[src/rtl/event_encoder_8to3.sv]
// 8-line event encoder. Pending events are presented as a 3-bit index ({c,b,a}) over valid/ready.
// Define ROUND_ROBIN_EN for round-robin selection; the default is lowest-index-first.
//   state | meaning
//   IDLE  | nothing presented, out_valid low
//   SEND  | index on a/b/c held until out_ready
module event_encoder_8to3 #(
    parameter int CNT_W = 8
) (
    input  logic             clk,
    input  logic             rst,
    input  logic             en,
    input  logic [0:7]       req,
    output logic             out_valid,
    input  logic             out_ready,
    output logic             a,
    output logic             b,
    output logic             c,
    output logic [0:7]       pending,
    output logic [CNT_W-1:0] drop_cnt,
    output logic             ovf
);

    typedef enum logic {IDLE, SEND} state_t;

    state_t           state_q;
    logic [0:7]       pending_q;
    logic [2:0]       idx_q;
    logic             valid_q;
    logic [CNT_W-1:0] drop_q;
    logic             ovf_q;

    logic [2:0]       sel_idx;
    logic             load;
    logic [0:7]       capture;
    logic [0:7]       clr_mask;
    logic [0:7]       ovf_bits;
    logic [0:7]       pending_d;
    logic [CNT_W-1:0] drop_d;

`ifdef ROUND_ROBIN_EN
    logic [2:0] last_q;
    logic [2:0] cand;

    // Walk from farthest to nearest so the first index after last_q wins.
    always_comb begin
        sel_idx = '0;
        cand    = '0;
        for (int k = 8; k >= 1; k--) begin
            cand = last_q + 3'(k);
            if (pending_q[cand]) sel_idx = cand;
        end
    end
`else
    always_comb begin
        sel_idx = '0;
        for (int i = 7; i >= 0; i--) begin
            if (pending_q[i]) sel_idx = 3'(i);
        end
    end
`endif

    always_comb begin
        load     = (|pending_q) && ((state_q == IDLE) || out_ready);
        capture  = en ? '0 : req;
        clr_mask = '0;
        clr_mask[sel_idx] = load;
        // A new request on the bit being cleared this edge re-arms it and is not a drop.
        ovf_bits  = capture & pending_q & ~clr_mask;
        pending_d = (pending_q & ~clr_mask) | capture;
        drop_d    = drop_q;
        if ((|ovf_bits) && (drop_q != '1)) drop_d = drop_q + CNT_W'(1);
    end

    always_ff @(posedge clk) begin
        if (rst) begin
            state_q   <= IDLE;
            pending_q <= '0;
            idx_q     <= '0;
            valid_q   <= 1'b0;
            drop_q    <= '0;
            ovf_q     <= 1'b0;
`ifdef ROUND_ROBIN_EN
            last_q    <= 3'd7;
`endif
        end else begin
            pending_q <= pending_d;
            ovf_q     <= |ovf_bits;
            drop_q    <= drop_d;
`ifdef ROUND_ROBIN_EN
            if (load) last_q <= sel_idx;
`endif
            case (state_q)
                IDLE: begin
                    if (load) begin
                        idx_q   <= sel_idx;
                        valid_q <= 1'b1;
                        state_q <= SEND;
                    end
                end
                SEND: begin
                    if (load) begin
                        idx_q <= sel_idx;
                    end else if (out_ready) begin
                        valid_q <= 1'b0;
                        state_q <= IDLE;
                    end
                end
                default: state_q <= IDLE;
            endcase
        end
    end

    assign out_valid = valid_q;
    assign a         = idx_q[0];
    assign b         = idx_q[1];
    assign c         = idx_q[2];
    assign pending   = pending_q;
    assign drop_cnt  = drop_q;
    assign ovf       = ovf_q;

endmodule

[config.mk]
export PLATFORM = sky130hd
export DESIGN_NAME = event_encoder_8to3
export DESIGN_NICKNAME = d
export VERILOG_FILES = /design/src/rtl/event_encoder_8to3.sv
export SDC_FILE = /design/constraint.sdc
export NUM_CORES = 1
export LEC_CHECK = 0
export CAP_MARGIN = 10
export CORE_MARGIN = 2
export CORE_UTILIZATION = 45
export CTS_CLUSTER_DIAMETER = 40
export DETAILED_ROUTE_END_ITERATION = 10
export PLACE_DENSITY = 0.76
export RECOVER_POWER = 25
export SLEW_MARGIN = 10
export SYNTH_ARGS = -nofsm -noshare
export SYNTH_HDL_FRONTEND = slang
export SYNTH_SLANG_ARGS = --single-unit
[constraint.sdc]
create_clock -name clk -period 5.1 [get_ports clk]
set_input_delay 1.02 -clock clk [delete_from_list [all_inputs] [get_ports clk]]
set_output_delay 1.02 -clock clk [all_outputs]
set_load 0.02 [all_outputs]
==> summary.txt, run 1 <==
CTS
  – Cts repair resizes: 0
  – TritonCTS buffer count: 3
  – Worst-Skew Late Latency: 320 ps
  – CTS Buffer Depth: 2
  – H-tree depth: 1
  – Hold buffers post-CTS: 0
  – CTS sink cnt: 22
  – Post-CTS setup buffers: 0
  – CTS tree: built
  – Clk slew on worst S/H paths: approximately 120 ps
  – Root Driver: clkbuf_4

Floorplanning
  – Initial Util: about 47%
  – Die Y: 55.0 µm
  – FP Rows: 18
  – # IOs: 33
  – CORE AREA: ~2500 µm²
  – Horiz. Die Dim: between 50 and 60 µm
  – Die area: 3020 µm²

Critical path
  – Worst endpoint required time: 5350 ps
  – Crit-path slowest cell: nor2b_1
  – Worst Setup Start Kind: primary input
  – Levels on crit path: 7
  – Critical Path Fanout Max: 15
  – Worst reg2reg path depth: 6
  – Arrival time of the worst setup path: around 3700 ps
  – Crit path largest cell delay: a little over 700 ps
  – Critical Path End Type: flop
  – Buf/Inv on CP: 1
  – Cell Chain, Critical Path: dlygate4sd3_1, nor2b_1, o31ai_1, o221ai_1, a2111oi_4, or3_2, a21oi_1
  – Crit Path Class: primary input to flop
  – Delay-heaviest family, CP: simple AND/OR/NAND/NOR gates

Final layout
  – Commonest non-fill, non-tap cell in the layout: clkdlybuf4s50_1
  – Most frequent cells in the layout: clkdlybuf4s50_1, a21oi_1, dfxtp_1
  – Layout cell share with drive strength beyond 1: slightly below 9%
  – Antenna cell count: 0
  – Area grow syn2layout: 32.4%
  – Final #Nets: 184

Outcome
  – Status: finished clean

GRT
  – Pin count of the biggest net entering global routing: 24
  – GRT Util Overall: a little over a fifth
  – GRT met3 Usage: 4.84%
  – Met1 usage: between 20% and 30%
  – First-pass GRT wire length: ~4500 µm
  – Initial antenna violation count: 0
  – Top Usage Layer GRT: met2
  – Vias in the first global route: approximately 1k
  – Gr ovfl total: 0
  – Routing usage on met2: 33.5%

Routing
  – Routed wire length: roughly 2800 µm
  – Via count: about 1.1k
  – DR pass1 iterations: 4
  – Antenna Nets Post-Route: 0
  – DRT iter0 DRCs: 17
  – Routed wire per std cell: roughly 14 µm
  – Vias/cell: approximately 5.6
  – # DRC: 0

STA
  – Fmax: around 300 MHz
  – Hold Vio Cnt, Final: 0
  – RSZ-0062 raised after global routing: false
  – Setup_tns: 0 ps
  – Worst slew pin tran: just over 900 ps
  – Final setup viols: 0
  – Tmin final: around 3400 ps
  – Max Slew Vio Count: 0
  – Slew Limit Headroom: 39.2%
  – Fin crit share: between 60% and 70%
  – Worst clock skew: 1.84 ps

Power
  – Tot Pwr: between 400 and 500 µW
  – PwrDens: about 280 nW/µm²
  – Leakage power: approximately 0.00056 µW
  – Max rail drop VDD: about 0.19 mV

Worst hold path
  – Hold Crit Class: flop to flop
  – WHS Path Cells: 2

Synthesis
  – Avg Inst Size Synth: about 8.3 µm²
  – Async S/R FF share, synth: 0%
  – Post-synth EDFFs: 0
  – Yosys reg bits: 22
  – Synth area leaders: dfxtp_1, a21oi_1, nor2_1
  – Syn Nets: about 150
  – Cell count after synthesis: 140
  – Mapped Area: 1170 µm²
  – Yosys cell types: 39
  – Synth Flop Type: dfxtp_1
  – Cell taking the most area after synthesis: dfxtp_1
  – Yosys Warn Count: 0
  – Sequential fraction of the synthesis area: around 38%
  – Synth top area share: a little under two fifths

Place
  – Hpwl dp: just over 2000 µm
  – Final GP Congestion: 0.844
  – Port Buffers: 32

Job
  – Max-cap violations: 0
-- metrics by stage --
stage                     hold WS, ps  worst slack [ps]  utilization (%)  cells  cell area (µm²)
after floorplan                   463              2410                -    140             1170
after global placement            467              1650             60.4    196             1500
after detailed placement          466              1490             60.4    196             1500
after CTS                         484              1810             62.5    200             1550
after global routing              515              1480             62.5    200             1550
final                             477              1680             62.5    200             1550
-- where the power goes --
part / leakage, µW / internal (µW) / total [µW] / switching [µW]
combinational: 0.000352 / 44.3 / 96.0 / 51.7
clock: 0.0000279 / 79.5 / 136 / 56.7
sequential: 0.000180 / 183 / 195 / 12.8
total: 0.000560 / 307 / 428 / 121
-- cells in the mapped netlist (all sizes together), types with 2 or more instances --
| library cell | count |
|---|---|
| clkbuf | 4 |
| dfxtp | 22 |
| o21ai | 11 |
| a21oi | 23 |
| nor2 | 13 |
| or4 | 2 |
| nand2b | 5 |
| nand4 | 3 |
| nor2b | 7 |
| inv | 4 |
| o31ai | 2 |
| or3 | 6 |
| o211ai | 2 |
| nand3 | 6 |
| buf | 2 |
| nor3 | 4 |
| nand2 | 4 |
| o311ai | 3 |
| and3 | 3 |
-- kinds of logic (layout without fill, tap and decap cells) --
kind of cell	after synthesis	after routing	share of synthesized area, %
fa+ha+maj	1	1	1.07
flops	22	22	37.7
mux	1	1	0.964
buf+inv	10	40	3.96
simple gates	57	57	27.9
compound gates	49	49	28.4
-- final timing paths --
kind | start | end | slack, ps
worst max-delay path | out_ready | drop_cnt[5]$_SDFFE_PP0P_ | 1680
worst min-delay path | idx_q[1]$_SDFFE_PP0P_ | idx_q[1]$_SDFFE_PP0P_ | 480
worst max register to register | state_q$_SDFF_PP0_ | drop_cnt[5]$_SDFFE_PP0P_ | 2540
worst min register to register | idx_q[1]$_SDFFE_PP0P_ | idx_q[1]$_SDFFE_PP0P_ | 480
-- registers in the layout, indices dropped and copies added (netlist names) --
name       cells
idx_q          3
pending        8
drop_cnt       8
ovf            1
out_valid      1
state_q        1
-- cell type report --
| cell class | instances | area, µm² |
|---|---|---|
| inverter | 4 | 15.0 |
| sequential | 22 | 440 |
| tap | 30 | 37.5 |
| multi-input combinational | 108 | 682 |
| timing repair buffer | 32 | 320 |
| clock inverter | 1 | 30.0 |
| clock buffer | 3 | 22.5 |
| fill | 234 | 930 |
-- routing by layer --
layer  wire length, µm  vias to the layer above
met3               126                        5
met2              1360                       26
met4                51                        0
met5                 0                        -
met1              1290                      513
li1                  -                      583
-- worst reg2reg max path: cells and delay by family (launching register included) --
| family | cells | cell delay, ps |
|---|---|---|
| and+or+nand+nor | 2 | 1230 |
| DFF | 1 | 400 |
| AOI/OAI and AO/OA | 4 | 870 |
Power figures use the tool's default switching activity.
==> inputs of run 2 (changes only) <==
clock period = 3.5 ns   (was 5.1 ns; I/O delays follow)
==> run 2 against run 1 <==
Net effect: first-iteration DRC count increased by 18%; setup slack worse by 1300 ps; final area shrank 0.81%; register-to-register slack got worse by 1700 ps; cell count grew 0.50%; clock power increased by 4%; via count is 5.5% higher; clock skew up 6.3 ps; critical path type unchanged.
==> summary.txt, run 2 (synthesized netlist as in run 1, its figures left out) <==
Outcome
  – Status: finished clean

Worst hold path
  – HP Start: idx_q[1]$_SDFFE_PP0P_
  – Hold Crit Class: flop to flop
  – WHS Path Cells: 2
  – End point of the worst hold path: idx_q[1]$_SDFFE_PP0P_

GRT
  – Gr ovfl total: 0
  – Vias in the first global route: about 1.1k
  – Pin count of the biggest net entering global routing: 24
  – Initial antenna violation count: 0
  – First-pass GRT wire length: about 4600 µm
  – GRT Util Overall: a little over a fifth

CTS
  – Post-CTS setup buffers: 0
  – Root Driver: clkbuf_4
  – CTS sink cnt: 22
  – H-tree depth: 1
  – CTS tree: built
  – Clk slew on worst S/H paths: 120 ps
  – Cts repair resizes: 0
  – TritonCTS buffer count: 3
  – Hold buffers post-CTS: 0
  – Worst-Skew Late Latency: 310 ps
  – CTS Buffer Depth: 2

Routing
  – # DRC: 0
  – Via count: ~1.2k
  – DRT iter0 DRCs: 20
  – Antenna Nets Post-Route: 0
  – Routed wire length: roughly 2900 µm
  – Vias/cell: 5.92
  – DR pass1 iterations: 4
  – Routed wire per std cell: ~14 µm

Critical path
  – Arrival time of the worst setup path: between 3000 and 4000 ps
  – Critical Path Fanout Max: 15
  – Reg-to-Reg Start: state_q$_SDFF_PP0_
  – Setup crit start: out_ready
  – Worst Setup Start Kind: primary input
  – Critical Path End Type: flop
  – Crit Path Class: primary input to flop
  – Worst reg2reg path depth: 7
  – Reg2reg end: drop_cnt[4]$_SDFFE_PP0P_
  – Worst endpoint required time: about 3700 ps
  – Worst reg-to-reg setup slack: roughly 800 ps

Place
  – Final GP Congestion: 0.890
  – Port Buffers: 32
  – Dpl cell area: approximately 1500 µm²
  – Hpwl dp: 2110 µm

Final layout
  – Commonest non-fill, non-tap cell in the layout: clkdlybuf4s50_1
  – Final instance area: approximately 1500 µm²
  – Area grow syn2layout: 31.4%
  – Final #Nets: 185
  – Antenna cell count: 0
  – Most frequent cells in the layout: clkdlybuf4s50_1, a21oi_1, dfxtp_1
  – # fillers: ~230
  – Layout cell share with drive strength beyond 1: around 9%

Power
  – Max rail drop VDD: 0.235 mV
  – Leakage power: between 0.0005 and 0.0006 µW
  – PwrDens: ~370 nW/µm²

STA
  – Max Slew Vio Count: 0
  – RSZ-0062 raised after global routing: false
  – Worst clock skew: ~8.2 ps
  – Fin crit share: approximately nine tenths
  – Worst slew pin tran: 825 ps
  – Fmax: ~320 MHz
  – Slew Limit Headroom: between 40% and 50%
  – Final setup viols: 0
  – Setup_tns: 0 ps
  – Hold Vio Cnt, Final: 0
  – Tmin final: around 3100 ps

Floorplanning
  – CORE AREA: between 2000 and 2500 µm²
  – Die area: roughly 3000 µm²
  – Horiz. Die Dim: approximately 55 µm
  – FP Rows: 18
  – Initial Util: between 40% and 50%
  – # IOs: 33
  – Die Y: 55.0 µm

Job
  – Max-cap violations: 0
## run 2: cell count changes in the layout (fill, tap and decap cells not counted), sizes merged
cell	before	now
clkbuf	3	5
dlygate4sd3	6	1
bufinv	1	0
clkdlybuf4s50	26	31
## run 2: how the worst max path moves through the flow
stage	to	cells after the start	slack [ps]
6_report	drop_cnt[4]$_SDFFE_PP0P_	8	360
4_1_cts	drop_cnt[4]$_SDFFE_PP0P_	8	570
5_1_grt	drop_cnt[4]$_SDFFE_PP0P_	8	250
3_3_place_gp	drop_cnt[4]$_SDFFE_PP0P_	8	400
2_1_floorplan	drop_cnt[4]$_SDFFE_PP0P_	7	1120
3_5_place_dp	drop_cnt[4]$_SDFFE_PP0P_	8	240
## run 2: worst max-delay path, stage by stage
cell and delay, ps:
clkdlybuf4s50_1 500, nor2b_1 60, clkbuf_1 280, o311ai_0 560, a41oi_2 240, a2111oi_4 580
nor3_2 110, mux2_1 320
## run 2: power by group
group          total [µW]  switching [µW]  internal, µW
clock network         141            77.2          63.6
registers             285            19.0           266
logic                 144            76.9          66.9
total                 570             173           397
## run 2: through the flow
| step | cells | util (%) | total power [µW] | setup slack (ps) | hold WS [ps] |
|---|---|---|---|---|---|
| 2_1_floorplan | 140 | - | 375 | 1120 | 463 |
| 3_3_place_gp | 197 | 60.7 | 431 | 405 | 463 |
| 3_5_place_dp | 197 | 60.7 | 434 | 237 | 468 |
| 4_1_cts | 201 | 62.1 | 576 | 566 | 486 |
| 5_1_grt | 201 | 62.0 | 600 | 245 | 520 |
| 6_report | 201 | 62.0 | 570 | 357 | 485 |
## run 2: layer usage
layer	part of all wire [%]	up-vias	track usage, %	wire (µm)
met1	44	556	25.4	1260
li1	-	581	-	-
met3	5.4	7	3.23	155
met5	0	-	0	0
met2	49	45	36.1	1430
met4	1.8	0	10.6	51
## run 2: layout make-up
class                           count  area (µm²)  area share (%)
Clock buffer                        4        36.3            2.36
Inverter                            4        15.0           0.978
Multi-Input combinational cell    108         682            44.4
Sequential cell                    22         440            28.7
Tap cell                           30        37.5            2.44
Timing Repair Buffer               33         324            21.1
==> inputs of run 3 (changes only) <==
CORE_MARGIN = not set   (was 2)
CTS_CLUSTER_DIAMETER = not set   (was 40)
HOLD_SLACK_MARGIN = 0.06   (was not set)
==> run 3 against run 2 <==
Net effect: non-clock buffer count is the same; sequential share of layout area is the same; routed wire length shrank 3.2%; sequential power is essentially flat; final area is the same; register-to-register slack gained 70 ps; highest routed layer unchanged; flip-flop and latch count is the same; combinational power is essentially flat.
==> summary.txt, run 3 (synthesized netlist as in run 1, its figures left out) <==
Place
  – Final GP Congestion: a little over 0.9
  – Placed cell count: ~200
  – Dpl cell area: around 1500 µm²
  – Port Buffers: 32
  – Hpwl dp: a little over 2000 µm

Critical path
  – Reg2reg end: drop_cnt[4]$_SDFFE_PP0P_
  – Worst endpoint required time: roughly 3700 ps
  – Worst Setup Start Kind: primary input
  – Critical Path End Type: flop
  – Worst reg-to-reg setup slack: ~900 ps
  – Reg-to-Reg Start: state_q$_SDFF_PP0_
  – Arrival time of the worst setup path: 3280 ps
  – Critical Path Fanout Max: 15
  – Worst reg2reg path depth: 7
  – Crit Path Class: primary input to flop

Power
  – PwrDens: about 370 nW/µm²
  – Leakage power: ~0.00054 µW
  – Clk pwr share: 25.0%
  – Switching part of the total power: between 30% and 40%
  – Net Sw Power: 173 µW
  – Tot Pwr: 570 µW
  – Max rail drop VDD: approximately 0.32 mV
  – Int Power: ~400 µW
  – Comb power frac: roughly 25%
  – Sequential share of power: between 50% and 60%

Job
  – Max-cap violations: 0

CTS
  – CTS tree: built
  – Root Driver: clkbuf_4
  – H-tree depth: 1
  – TritonCTS buffer count: 3
  – Hold buffers post-CTS: 0
  – Clk slew on worst S/H paths: approximately 130 ps
  – Post-CTS setup buffers: 0
  – CTS sink cnt: 22
  – Cts repair resizes: 0
  – Worst-Skew Late Latency: a little over 300 ps
  – CTS Buffer Depth: 2

STA
  – Worst slew pin tran: approximately 870 ps
  – Tmin final: slightly above 3000 ps
  – Slew Limit Headroom: roughly two fifths
  – Fin crit share: between 80% and 90%
  – RSZ-0062 raised after global routing: false
  – Fmax: 326 MHz
  – Max Slew Vio Count: 0
  – Worst clock skew: 4.45 ps
  – Hold Vio Cnt, Final: 0
  – Setup_tns: 0 ps
  – Final setup viols: 0

GRT
  – First-pass GRT wire length: around 4500 µm
  – Vias in the first global route: about 1.0k
  – Pin count of the biggest net entering global routing: 24
  – Initial antenna violation count: 0
  – GRT Util Overall: between 20% and 30%
  – Gr ovfl total: 0

Final layout
  – Final #Nets: approximately 190
  – # fillers: 230
  – Antenna cell count: 0
  – Most frequent cells in the layout: clkdlybuf4s50_1, a21oi_1, dfxtp_1
  – Final instance area: approximately 1500 µm²
  – Commonest non-fill, non-tap cell in the layout: clkdlybuf4s50_1
  – Post-Route Utilization: between 60% and 70%
  – Non-filler cells, final: around 200
  – Layout cell share with drive strength beyond 1: under 10%
  – Area grow syn2layout: 31.4%

Worst hold path
  – HP Start: idx_q[1]$_SDFFE_PP0P_
  – End point of the worst hold path: idx_q[1]$_SDFFE_PP0P_
  – Hold Crit Class: flop to flop
  – WHS Path Cells: 2

Routing
  – DRT iter0 DRCs: 39
  – Routed wire per std cell: around 14 µm
  – Antenna Nets Post-Route: 0
  – Routed wire length: roughly 2800 µm
  – Via count: approximately 1.2k
  – Vias/cell: between 5 and 6
  – # DRC: 0
  – DR pass1 iterations: 4

Outcome
  – Status: finished clean

Floorplanning
  – Die Y: between 50 and 60 µm
  – CORE AREA: 2450 µm²
  – Initial Util: between 40% and 50%
  – Die area: ~2800 µm²
  – FP Rows: 18
  – Horiz. Die Dim: 53.0 µm
  – # IOs: 33
[run 3: through the flow]
stage	hold slack, ps	setup slack, ps
2_1_floorplan	463	1120
3_3_place_gp	469	417
3_5_place_dp	470	286
4_1_cts	492	625
5_1_grt	512	309
6_report	486	430
[run 3: per-layer routing]
layer | share of wire [%] | wire, µm | global-route usage, %
met1 | 46 | 1290 | 26.6
met2 | 46 | 1300 | 35.4
met3 | 6.2 | 174 | 2.59
met4 | 1.3 | 35 | 11.4
met5 | 0 | 0 | 0
[run 3: worst max path at each step]
stage,from,end,slack [ps],cells past startpoint
global placement,out_ready,drop_cnt[4]$_SDFFE_PP0P_,420,8
global route,out_ready,drop_cnt[4]$_SDFFE_PP0P_,310,8
floorplan,pending[2]$_SDFF_PP0_,drop_cnt[4]$_SDFFE_PP0P_,1120,7
finish,out_ready,drop_cnt[4]$_SDFFE_PP0P_,430,8
detailed placement,out_ready,drop_cnt[4]$_SDFFE_PP0P_,290,8
CTS,out_ready,drop_cnt[4]$_SDFFE_PP0P_,620,8
[run 3: worst max-delay path, stage by stage]
cell and delay, ps:
clkdlybuf4s50_1 500, nor2b_1 60, clkbuf_1 280, o311ai_0 530, a41oi_2 230, a2111oi_4 560, nor3_2 110, mux2_1 320
[run 3: power groups by stage]
stage	clock [µW]	combinational (µW)	sequential, µW
after floorplan	0	72.2	303
after global placement	0	140	290
after detailed placement	0	142	291
after CTS	146	143	285
after global routing	155	156	288
final	142	142	285
[run 3: final cells by class]
cell class / instances / area, µm² / share of cell area, %
inverters: 4 / 15.0 / 0.978
well taps: 30 / 37.5 / 2.44
repair buffers: 33 / 324 / 21.1
flip-flops and latches: 22 / 440 / 28.7
clock buffers: 4 / 36.3 / 2.36
multi-input cells: 108 / 682 / 44.4
